==> src/rtl/i2s_tx_serializer_pkg.sv <==
// Shared definitions for the I2S transmitter.
//   WS_LEFT / WS_RIGHT         : word-select levels for the two channels
//   DEF_DATA_W / DEF_SLOT_W /
//   DEF_CLK_DIV                : default geometry (24-bit samples, 32-bit slots, clk/4)
//   clog2()                    : counter width helper, never returns less than 1
package i2s_pkg;

  localparam logic WS_LEFT  = 1'b0;
  localparam logic WS_RIGHT = 1'b1;

  localparam int DEF_DATA_W  = 24;
  localparam int DEF_SLOT_W  = 32;
  localparam int DEF_CLK_DIV = 4;

  function automatic int clog2(input int value);
    int w;
    w = 1;
    while ((1 << w) < value) w++;
    return w;
  endfunction

endpackage

==> src/rtl/i2s_tx_serializer_if.sv <==
// Sample-pair stream into the I2S transmitter.
//   s_valid : source has a left/right pair on s_left/s_right
//   s_ready : sink holding register is empty
//   s_left  : left-channel sample
//   s_right : right-channel sample
// Handshake: a pair transfers on every rising clk edge where s_valid && s_ready.
// The source keeps s_valid and the data stable until that edge; s_ready does
// not depend on s_valid.
interface i2s_tx_serializer_if #(
  parameter int DATA_W = i2s_pkg::DEF_DATA_W
);

  logic              s_valid;
  logic              s_ready;
  logic [DATA_W-1:0] s_left;
  logic [DATA_W-1:0] s_right;

  modport master (output s_valid, output s_left, output s_right, input s_ready);
  modport slave  (input s_valid, input s_left, input s_right, output s_ready);

endinterface

==> src/rtl/i2s_tx_serializer_clk_div.sv <==
// Bit-clock divider for the I2S transmitter.
//   clk       : system clock
//   rst_n     : asynchronous active-low reset
//   enable    : 1 = count; 0 = counter cleared, sclk low
//   sclk      : clk/CLK_DIV, high for the upper half of the count
//   fall_tick : 1-clk strobe where sd/ws may change (sclk falling edge, or the
//               first clk after enable rises)
module i2s_clk_div
  import i2s_pkg::*;
#(
  parameter int CLK_DIV = DEF_CLK_DIV
) (
  input  logic clk,
  input  logic rst_n,
  input  logic enable,
  output logic sclk,
  output logic fall_tick
);

  localparam int DC_W = clog2(CLK_DIV);
  localparam int HALF = CLK_DIV / 2;

  logic [DC_W-1:0] dc;
  logic [DC_W-1:0] dc_next;
  logic            en_d;
  logic            dc_last;

  assign dc_last = (dc == DC_W'(CLK_DIV - 1));

  always_comb begin
    dc_next = dc_last ? '0 : dc + 1'b1;
  end

  // The first enabled clk counts as a falling edge so the first bit is driven
  // half a period before sclk first rises.
  assign fall_tick = enable && (!en_d || dc_last);

  // sclk is registered from dc_next so it is glitch-free and matches dc.
  always_ff @(posedge clk or negedge rst_n) begin
    if (!rst_n) begin
      dc   <= '0;
      en_d <= 1'b0;
      sclk <= 1'b0;
    end else if (!enable) begin
      dc   <= '0;
      en_d <= 1'b0;
      sclk <= 1'b0;
    end else begin
      dc   <= dc_next;
      en_d <= 1'b1;
      sclk <= (dc_next >= DC_W'(HALF));
    end
  end

endmodule

==> src/rtl/i2s_tx_serializer.sv <==
// Stereo Philips-I2S transmitter (MSB-first, data one bit after ws edge).
//   clk, rst_n   : system clock, asynchronous active-low reset
//   enable       : 1 = run; 0 = lines idle, bit/divider counters cleared
//   s (slave)    : sample-pair stream into a one-entry holding register
//   underrun_clr : clears the sticky underrun flag
//   sclk, ws, sd : I2S pins; ws 0 = left, 1 = right
//   frame_start  : 1-clk pulse when a frame enters the shift register
//   underrun     : sticky, a frame load found the holding register empty
// Build option I2S_UNDERRUN_HOLD_EN: on underrun, resend the last loaded pair
// (zeros if none since reset); otherwise an all-zero frame is sent.
module i2s_tx_serializer
  import i2s_pkg::*;
#(
  parameter int DATA_W  = DEF_DATA_W,
  parameter int SLOT_W  = DEF_SLOT_W,
  parameter int CLK_DIV = DEF_CLK_DIV
) (
  input  logic                clk,
  input  logic                rst_n,
  input  logic                enable,
  i2s_tx_serializer_if.slave  s,
  input  logic                underrun_clr,
  output logic                sclk,
  output logic                ws,
  output logic                sd,
  output logic                frame_start,
  output logic                underrun
);

  localparam int FRAME_W = 2 * SLOT_W;
  localparam int BC_W    = clog2(FRAME_W);

  logic               fall_tick;
  logic [BC_W-1:0]    bc;
  logic               full;
  logic [DATA_W-1:0]  hold_l;
  logic [DATA_W-1:0]  hold_r;
  logic [FRAME_W-1:0] shift_q;
  logic               load;
  logic               accept;
  logic               ws_next;
  logic [DATA_W-1:0]  sub_l;
  logic [DATA_W-1:0]  sub_r;
  logic [FRAME_W-1:0] load_frame;

  i2s_clk_div #(.CLK_DIV(CLK_DIV)) u_clk_div (
    .clk       (clk),
    .rst_n     (rst_n),
    .enable    (enable),
    .sclk      (sclk),
    .fall_tick (fall_tick)
  );

  assign s.s_ready = !full;
  assign accept    = s.s_valid && !full;
  assign load      = fall_tick && (bc == '0);

`ifdef I2S_UNDERRUN_HOLD_EN
  logic [DATA_W-1:0] last_l;
  logic [DATA_W-1:0] last_r;

  always_ff @(posedge clk or negedge rst_n) begin
    if (!rst_n) begin
      last_l <= '0;
      last_r <= '0;
    end else if (load && full) begin
      last_l <= hold_l;
      last_r <= hold_r;
    end
  end

  assign sub_l = last_l;
  assign sub_r = last_r;
`else
  assign sub_l = '0;
  assign sub_r = '0;
`endif

  // Each sample sits left-justified in its slot; shifts avoid a zero-width
  // pad when DATA_W == SLOT_W.
  always_comb begin
    load_frame = '0;
    if (full) begin
      load_frame = (FRAME_W'(hold_l) << (FRAME_W - DATA_W))
                 | (FRAME_W'(hold_r) << (SLOT_W - DATA_W));
    end else begin
      load_frame = (FRAME_W'(sub_l) << (FRAME_W - DATA_W))
                 | (FRAME_W'(sub_r) << (SLOT_W - DATA_W));
    end
  end

  // ws switches one bit before each slot's MSB.
  always_comb begin
    ws_next = WS_LEFT;
    if (bc >= BC_W'(SLOT_W - 1) && bc <= BC_W'(FRAME_W - 2)) ws_next = WS_RIGHT;
  end

  // bc is the index of the bit driven at the next fall tick.
  always_ff @(posedge clk or negedge rst_n) begin
    if (!rst_n) begin
      bc          <= '0;
      shift_q     <= '0;
      ws          <= 1'b0;
      sd          <= 1'b0;
      frame_start <= 1'b0;
    end else if (!enable) begin
      bc          <= '0;
      ws          <= 1'b0;
      sd          <= 1'b0;
      frame_start <= 1'b0;
    end else begin
      frame_start <= load;
      if (fall_tick) begin
        ws <= ws_next;
        bc <= (bc == BC_W'(FRAME_W - 1)) ? '0 : bc + 1'b1;
        if (load) begin
          sd      <= load_frame[FRAME_W-1];
          shift_q <= load_frame << 1;
        end else begin
          sd      <= shift_q[FRAME_W-1];
          shift_q <= shift_q << 1;
        end
      end
    end
  end

  // Holding register and sticky flag keep running while disabled. An accept
  // in the same clk as an underrun load fills the register for the next frame.
  always_ff @(posedge clk or negedge rst_n) begin
    if (!rst_n) begin
      full     <= 1'b0;
      hold_l   <= '0;
      hold_r   <= '0;
      underrun <= 1'b0;
    end else begin
      if (accept) begin
        full   <= 1'b1;
        hold_l <= s.s_left;
        hold_r <= s.s_right;
      end else if (load && full) begin
        full <= 1'b0;
      end
      if (load && !full)     underrun <= 1'b1;
      else if (underrun_clr) underrun <= 1'b0;
    end
  end

endmodule
==> src/flat_wrapper.sv <==
// flat-port wrapper written by rule: the top's interface ports become plain ports
module i2s_tx_serializer_flat import i2s_pkg::*;
#(
  parameter int DATA_W  = DEF_DATA_W,
  parameter int SLOT_W  = DEF_SLOT_W,
  parameter int CLK_DIV = DEF_CLK_DIV
)
  (clk, rst_n, enable, underrun_clr, sclk, ws, sd, frame_start, underrun, s_s_valid, s_s_left, s_s_right, s_s_ready);
  i2s_tx_serializer_if #(.DATA_W(DATA_W)) s_i ();
  input  logic clk;
  input  logic rst_n;
  input  logic enable;
  input  logic underrun_clr;
  output logic sclk;
  output logic ws;
  output logic sd;
  output logic frame_start;
  output logic underrun;
  input wire logic [$bits(s_i.s_valid)-1:0] s_s_valid;
  input wire logic [$bits(s_i.s_left)-1:0] s_s_left;
  input wire logic [$bits(s_i.s_right)-1:0] s_s_right;
  output wire logic [$bits(s_i.s_ready)-1:0] s_s_ready;
  assign s_i.s_valid = s_s_valid;
  assign s_i.s_left = s_s_left;
  assign s_i.s_right = s_s_right;
  assign s_s_ready = s_i.s_ready;
  i2s_tx_serializer #(.DATA_W(DATA_W), .SLOT_W(SLOT_W), .CLK_DIV(CLK_DIV)) u_core (.clk(clk), .rst_n(rst_n), .enable(enable), .s(s_i), .underrun_clr(underrun_clr), .sclk(sclk), .ws(ws), .sd(sd), .frame_start(frame_start), .underrun(underrun));
endmodule
==> config.mk <==
export PLATFORM = sky130hd
export DESIGN_NAME = i2s_tx_serializer_flat
export DESIGN_NICKNAME = d
export VERILOG_FILES = /design/src/rtl/i2s_tx_serializer_pkg.sv /design/src/rtl/i2s_tx_serializer_if.sv /design/src/rtl/i2s_tx_serializer_clk_div.sv /design/src/rtl/i2s_tx_serializer.sv /design/src/flat_wrapper.sv
export SDC_FILE = /design/constraint.sdc
export NUM_CORES = 1
export LEC_CHECK = 0
export BUFFER_PORTS_ARGS = -buffer_cell sky130_fd_sc_hd__buf_2
export CAP_MARGIN = 10
export CELL_PAD_IN_SITES_DETAIL_PLACEMENT = 0
export CELL_PAD_IN_SITES_GLOBAL_PLACEMENT = 1
export CORE_ASPECT_RATIO = 1.75
export CORE_UTILIZATION = 50
export DETAILED_ROUTE_END_ITERATION = 8
export PLACE_DENSITY_LB_ADDON = 0.1
export SETUP_SLACK_MARGIN = 0.05
export SYNTH_ARGS = -nofsm -noshare
export SYNTH_HDL_FRONTEND = slang
export SYNTH_SLANG_ARGS = --single-unit
==> constraint.sdc <==
create_clock -name clk -period 4.4 [get_ports clk]
set_clock_uncertainty 0.05 [all_clocks]
set_input_delay 0.44 -clock clk [delete_from_list [all_inputs] [get_ports clk]]
set_output_delay 0.44 -clock clk [all_outputs]
set_load 0.01 [all_outputs]
==> insert_results.sql <==
INSERT INTO impl_metrics (metric_group, metric, value, unit) VALUES
('run_status', 'run_status', 'finished, final reports clean', ''),
('clock_network', 'cts_tree', 'done', ''),
('placed_design', 'finalWeightedCongestion', '0.7437', ''),
('drt', 'via_per_inst', '6.060', ''),
('pwr', 'irDropWorstVdd', '331.4', 'µV'),
('timing', 'final_max_slew_viol_count', '0', ''),
('cells_and_area', 'footprint_of_the_multi_input_gates', '2093', 'µm²'),
('die', 'top_level_ports', '59', ''),
('synth', 'synth.lib_cells_used.distinct', '36', ''),
('die', 'placeableCoreArea', '10300', 'µm²'),
('drt', 'drc_errors', '0', ''),
('clock_network', 'clkTransAtPathRegs', '60', 'ps'),
('global_routing', 'grtUsageMet2', '40.89', '%'),
('timing', 'slew_headroom', '25.58', '%'),
('global_routing', 'pin_count_of_the_biggest_net_entering_global_routing', '63', ''),
('timing', 'final_period_minus_worst_setup_slack', '2511', 'ps'),
('clock_network', 'cts-root-to-sink-buffers', '2', ''),
('synth', 'post_synth_edffs', '0', ''),
('cells_and_area', 'syn_to_final_growth', '15.45', '%'),
('synth', 'yosys.area.top_type_share', '55.29', '%'),
('pwr', 'internal-power', '0.002568', 'W'),
('drt', 'wire_per_inst', '17.93', 'µm'),
('timing', 'timing.setup.tns', '0', 'ps'),
('die', 'rows', '49', ''),
('pwr', 'p_per_cell_area', '581.1', 'nW/µm²'),
('drt', 'dr_total_vias', '3969', ''),
('timing', 'hold_viol_final', '0', ''),
('critical_path', 'crit_path_launch_type', 'register', ''),
('clock_network', 'cts_buffers', '17', ''),
('cells_and_area', 'drive_above_1_share', '28.60', '%'),
('cells_and_area', 'area_used_by_sequential_logic_in_the_layout', '2928', 'µm²'),
('drt', 'antenna_violating_nets_post_route', '0', ''),
('clock_network', 'cts.root.buffer_cell', 'sky130_fd_sc_hd__clkbuf_16', ''),
('pwr', 'power_switching_share', '27.71', '%'),
('synth', 'post_synth_instance_area', '5295', 'µm²'),
('drt', 'firstDrtPassIters', '4', ''),
('worst_hold_path', 'classification_of_the_worst_slack_hold_path', 'primary input to register', ''),
('global_routing', 'grt_pass1_vias', '4241', ''),
('synth', 'synthesis.yosys.warnings', '0', ''),
('synth', 'dominant_cells_by_area_after_synthesis', 'sky130_fd_sc_hd__dfrtp_1 (55%), sky130_fd_sc_hd__mux2_2 (10%), sky130_fd_sc_hd__a31oi_1 (5.8%)', ''),
('synth', 'synth_register_bits', '117', ''),
('pwr', 'proportion_of_power_drawn_by_the_clock_network', '36.1', '%'),
('timing', 'hold_slack', '170.7', 'ps'),
('die', 'die_w', '79.79', 'µm'),
('global_routing', 'grt.met1_usage', '29.01', '%'),
('die', 'die_height', '138.1', 'µm'),
('pwr', 'power.share.sequential', '45.0', '%'),
('global_routing', 'global_route.usage.met3', '4.356', '%'),
('cells_and_area', 'final_cell_mix', 'sky130_fd_sc_hd__dfrtp_1 (117), sky130_fd_sc_hd__buf_2 (57), sky130_fd_sc_hd__a21oi_1 (50)', ''),
('clock_network', 'worst_skew_pair.late_latency', '410', 'ps'),
('pwr', 'switching_component_of_the_power', '0.0009845', 'W'),
('drt', 'routed_wl', '11.75', 'mm'),
('synth', 'yosys.area.top_type', 'sky130_fd_sc_hd__dfrtp_1', ''),
('job', 'cap_violations', '0', ''),
('timing', 'report.final.setup_viol', '0', ''),
('global_routing', 'grt_antenna_before_repair', '0', ''),
('critical_path', 'timing.critical_path.to_type', 'register', ''),
('synth', 'synthFlopType', 'sky130_fd_sc_hd__dfrtp_1', ''),
('placed_design', 'portBuffers', '58', ''),
('synth', 'avgSynthCellArea', '10.96', 'µm²'),
('synth', 'yosysSeqAreaShare', '55.29', '%'),
('die', 'floorplan.initialDensity', '51.41', '%'),
('timing', 'layout_worst_path_cycle_share', '57.07', '%'),
('die', 'floorplan.die_area', '11020', 'µm²'),
('critical_path', 'timing_worst_setup_path_type', 'register to register', ''),
('drt', 'drtIter0Drc', '288', ''),
('synth', 'synthesis.instances', '483', ''),
('pwr', 'power_leakage', '2.534', 'nW'),
('timing', 'max_freq', '398.2', 'MHz'),
('timing', 'rsz0062_at_grt', 'false', ''),
('global_routing', 'global_route_wire_length_before_repair', '20.42', 'mm');
[cell families (layout without fill, tap and decap cells)]
family	count (synthesis)	count (layout)	share of synthesized area (%)
AO/OA/AOI/OAI	164	164	17.70
adder cells (fa/ha/maj)	4	4	0.9452
buffers and inverters	59	104	5.765
flip-flops	117	117	55.29
multiplexers	48	48	10.21
AND/OR/NAND/NOR	91	91	10.09
[registers in the layout, indices dropped and copies added, names as in the netlist]
| register | count |
|---|---|
| u_core.underrun | 1 |
| u_core.full | 1 |
| u_core.sd | 1 |
| u_core.ws | 1 |
| u_core.frame_start | 1 |
| u_core.hold_r | 24 |
| u_core.bc | 6 |
| u_core.shift_q | 55 |
| u_core.u_clk_div.en_d | 1 |
| u_core.hold_l | 24 |
| u_core.u_clk_div.dc | 2 |
[through the flow]
| stage | area, µm² | worst slack [ps] | cells | util, % |
|---|---|---|---|---|
| after CTS | 6113 | 1852 | 655 | 59.35 |
| after global routing | 6113 | 1650 | 655 | 59.35 |
| after detailed placement | 5548 | 1779 | 622 | 53.86 |
| after global placement | 5548 | 1822 | 622 | 53.86 |
| after floorplan | 5295 | 2765 | 483 | - |
| final | 6113 | 1889 | 655 | 59.35 |
[repair_timing]
| action | 4_1_cts | 5_1_grt |
|---|---|---|
| hold buffers | 1 | 0 |
| buffers inserted | 0 | 0 |
| hold endpoints to repair | 26 | 0 |
| resized for setup | 0 | 0 |
[path summary, 6_finish.rpt]
path                                         from                     end  slack (ps)  cells past startpoint
setup / recovery                     u_core.bc[0]      u_core.shift_q[31]        1890                      6
min in group asynchronous                   rst_n      u_core.shift_q[22]         440                      2
hold reg to reg            u_core.u_clk_div.dc[0]  u_core.u_clk_div.dc[0]         370                      1
max in group asynchronous                   rst_n      u_core.shift_q[55]        2760                      3
hold / removal                       underrun_clr         u_core.underrun         170                      2
setup reg to reg                     u_core.bc[0]      u_core.shift_q[31]        1890                      6
[layer usage]
layer | part of all wire (%) | vias up
met5 | 0 | -
met4 | 1.1 | 0
met3 | 2.7 | 9
met2 | 54 | 81
met1 | 43 | 1987
li1 | - | 1892
[synthesized netlist by cell type (4+ instances only)]
| library cell | instances |
|---|---|
| sky130_fd_sc_hd__o21ai_0 | 10 |
| sky130_fd_sc_hd__buf_4 | 4 |
| sky130_fd_sc_hd__ha_1 | 4 |
| sky130_fd_sc_hd__buf_6 | 6 |
| sky130_fd_sc_hd__nand4_1 | 47 |
| sky130_fd_sc_hd__clkbuf_1 | 23 |
| sky130_fd_sc_hd__o2bb2ai_1 | 8 |
| sky130_fd_sc_hd__dfrtp_1 | 117 |
| sky130_fd_sc_hd__a31oi_1 | 49 |
| sky130_fd_sc_hd__buf_2 | 19 |
| sky130_fd_sc_hd__o21ai_1 | 39 |
| sky130_fd_sc_hd__mux2_2 | 48 |
| sky130_fd_sc_hd__a21oi_1 | 50 |
| sky130_fd_sc_hd__nand3_1 | 13 |
| sky130_fd_sc_hd__inv_1 | 5 |
| sky130_fd_sc_hd__nand2_1 | 10 |
| sky130_fd_sc_hd__nor2_1 | 6 |
[worst max-delay path, cell delays in order (launching register included)]
cell	delay (ps)
sky130_fd_sc_hd__dfrtp_1	430
sky130_fd_sc_hd__inv_1	100
sky130_fd_sc_hd__ha_1	170
sky130_fd_sc_hd__nor3b_4	820
sky130_fd_sc_hd__buf_4	430
sky130_fd_sc_hd__nand4_1	180
sky130_fd_sc_hd__a31oi_1	230
[cell type report]
class                   count  share of cell area, %
well taps                 127                  2.599
clock inverters             9                  1.269
inverters                   6                 0.3684
flip-flops and latches    117                  47.89
clock buffers              23                  7.818
repair buffers             66                  5.813
multi-input cells         307                  34.24
[power by group through the flow]
| stage | clock [W] | combinational [W] | sequential, W |
|---|---|---|---|
| floorplan | 0 | 0.000548 | 0.00155 |
| finish | 0.00128 | 0.000671 | 0.00160 |
| CTS | 0.00130 | 0.000684 | 0.00160 |
| detailed placement | 0 | 0.000680 | 0.00161 |
| global route | 0.00136 | 0.000759 | 0.00164 |
| global placement | 0 | 0.000660 | 0.00160 |
Power figures use the tool's default switching activity.
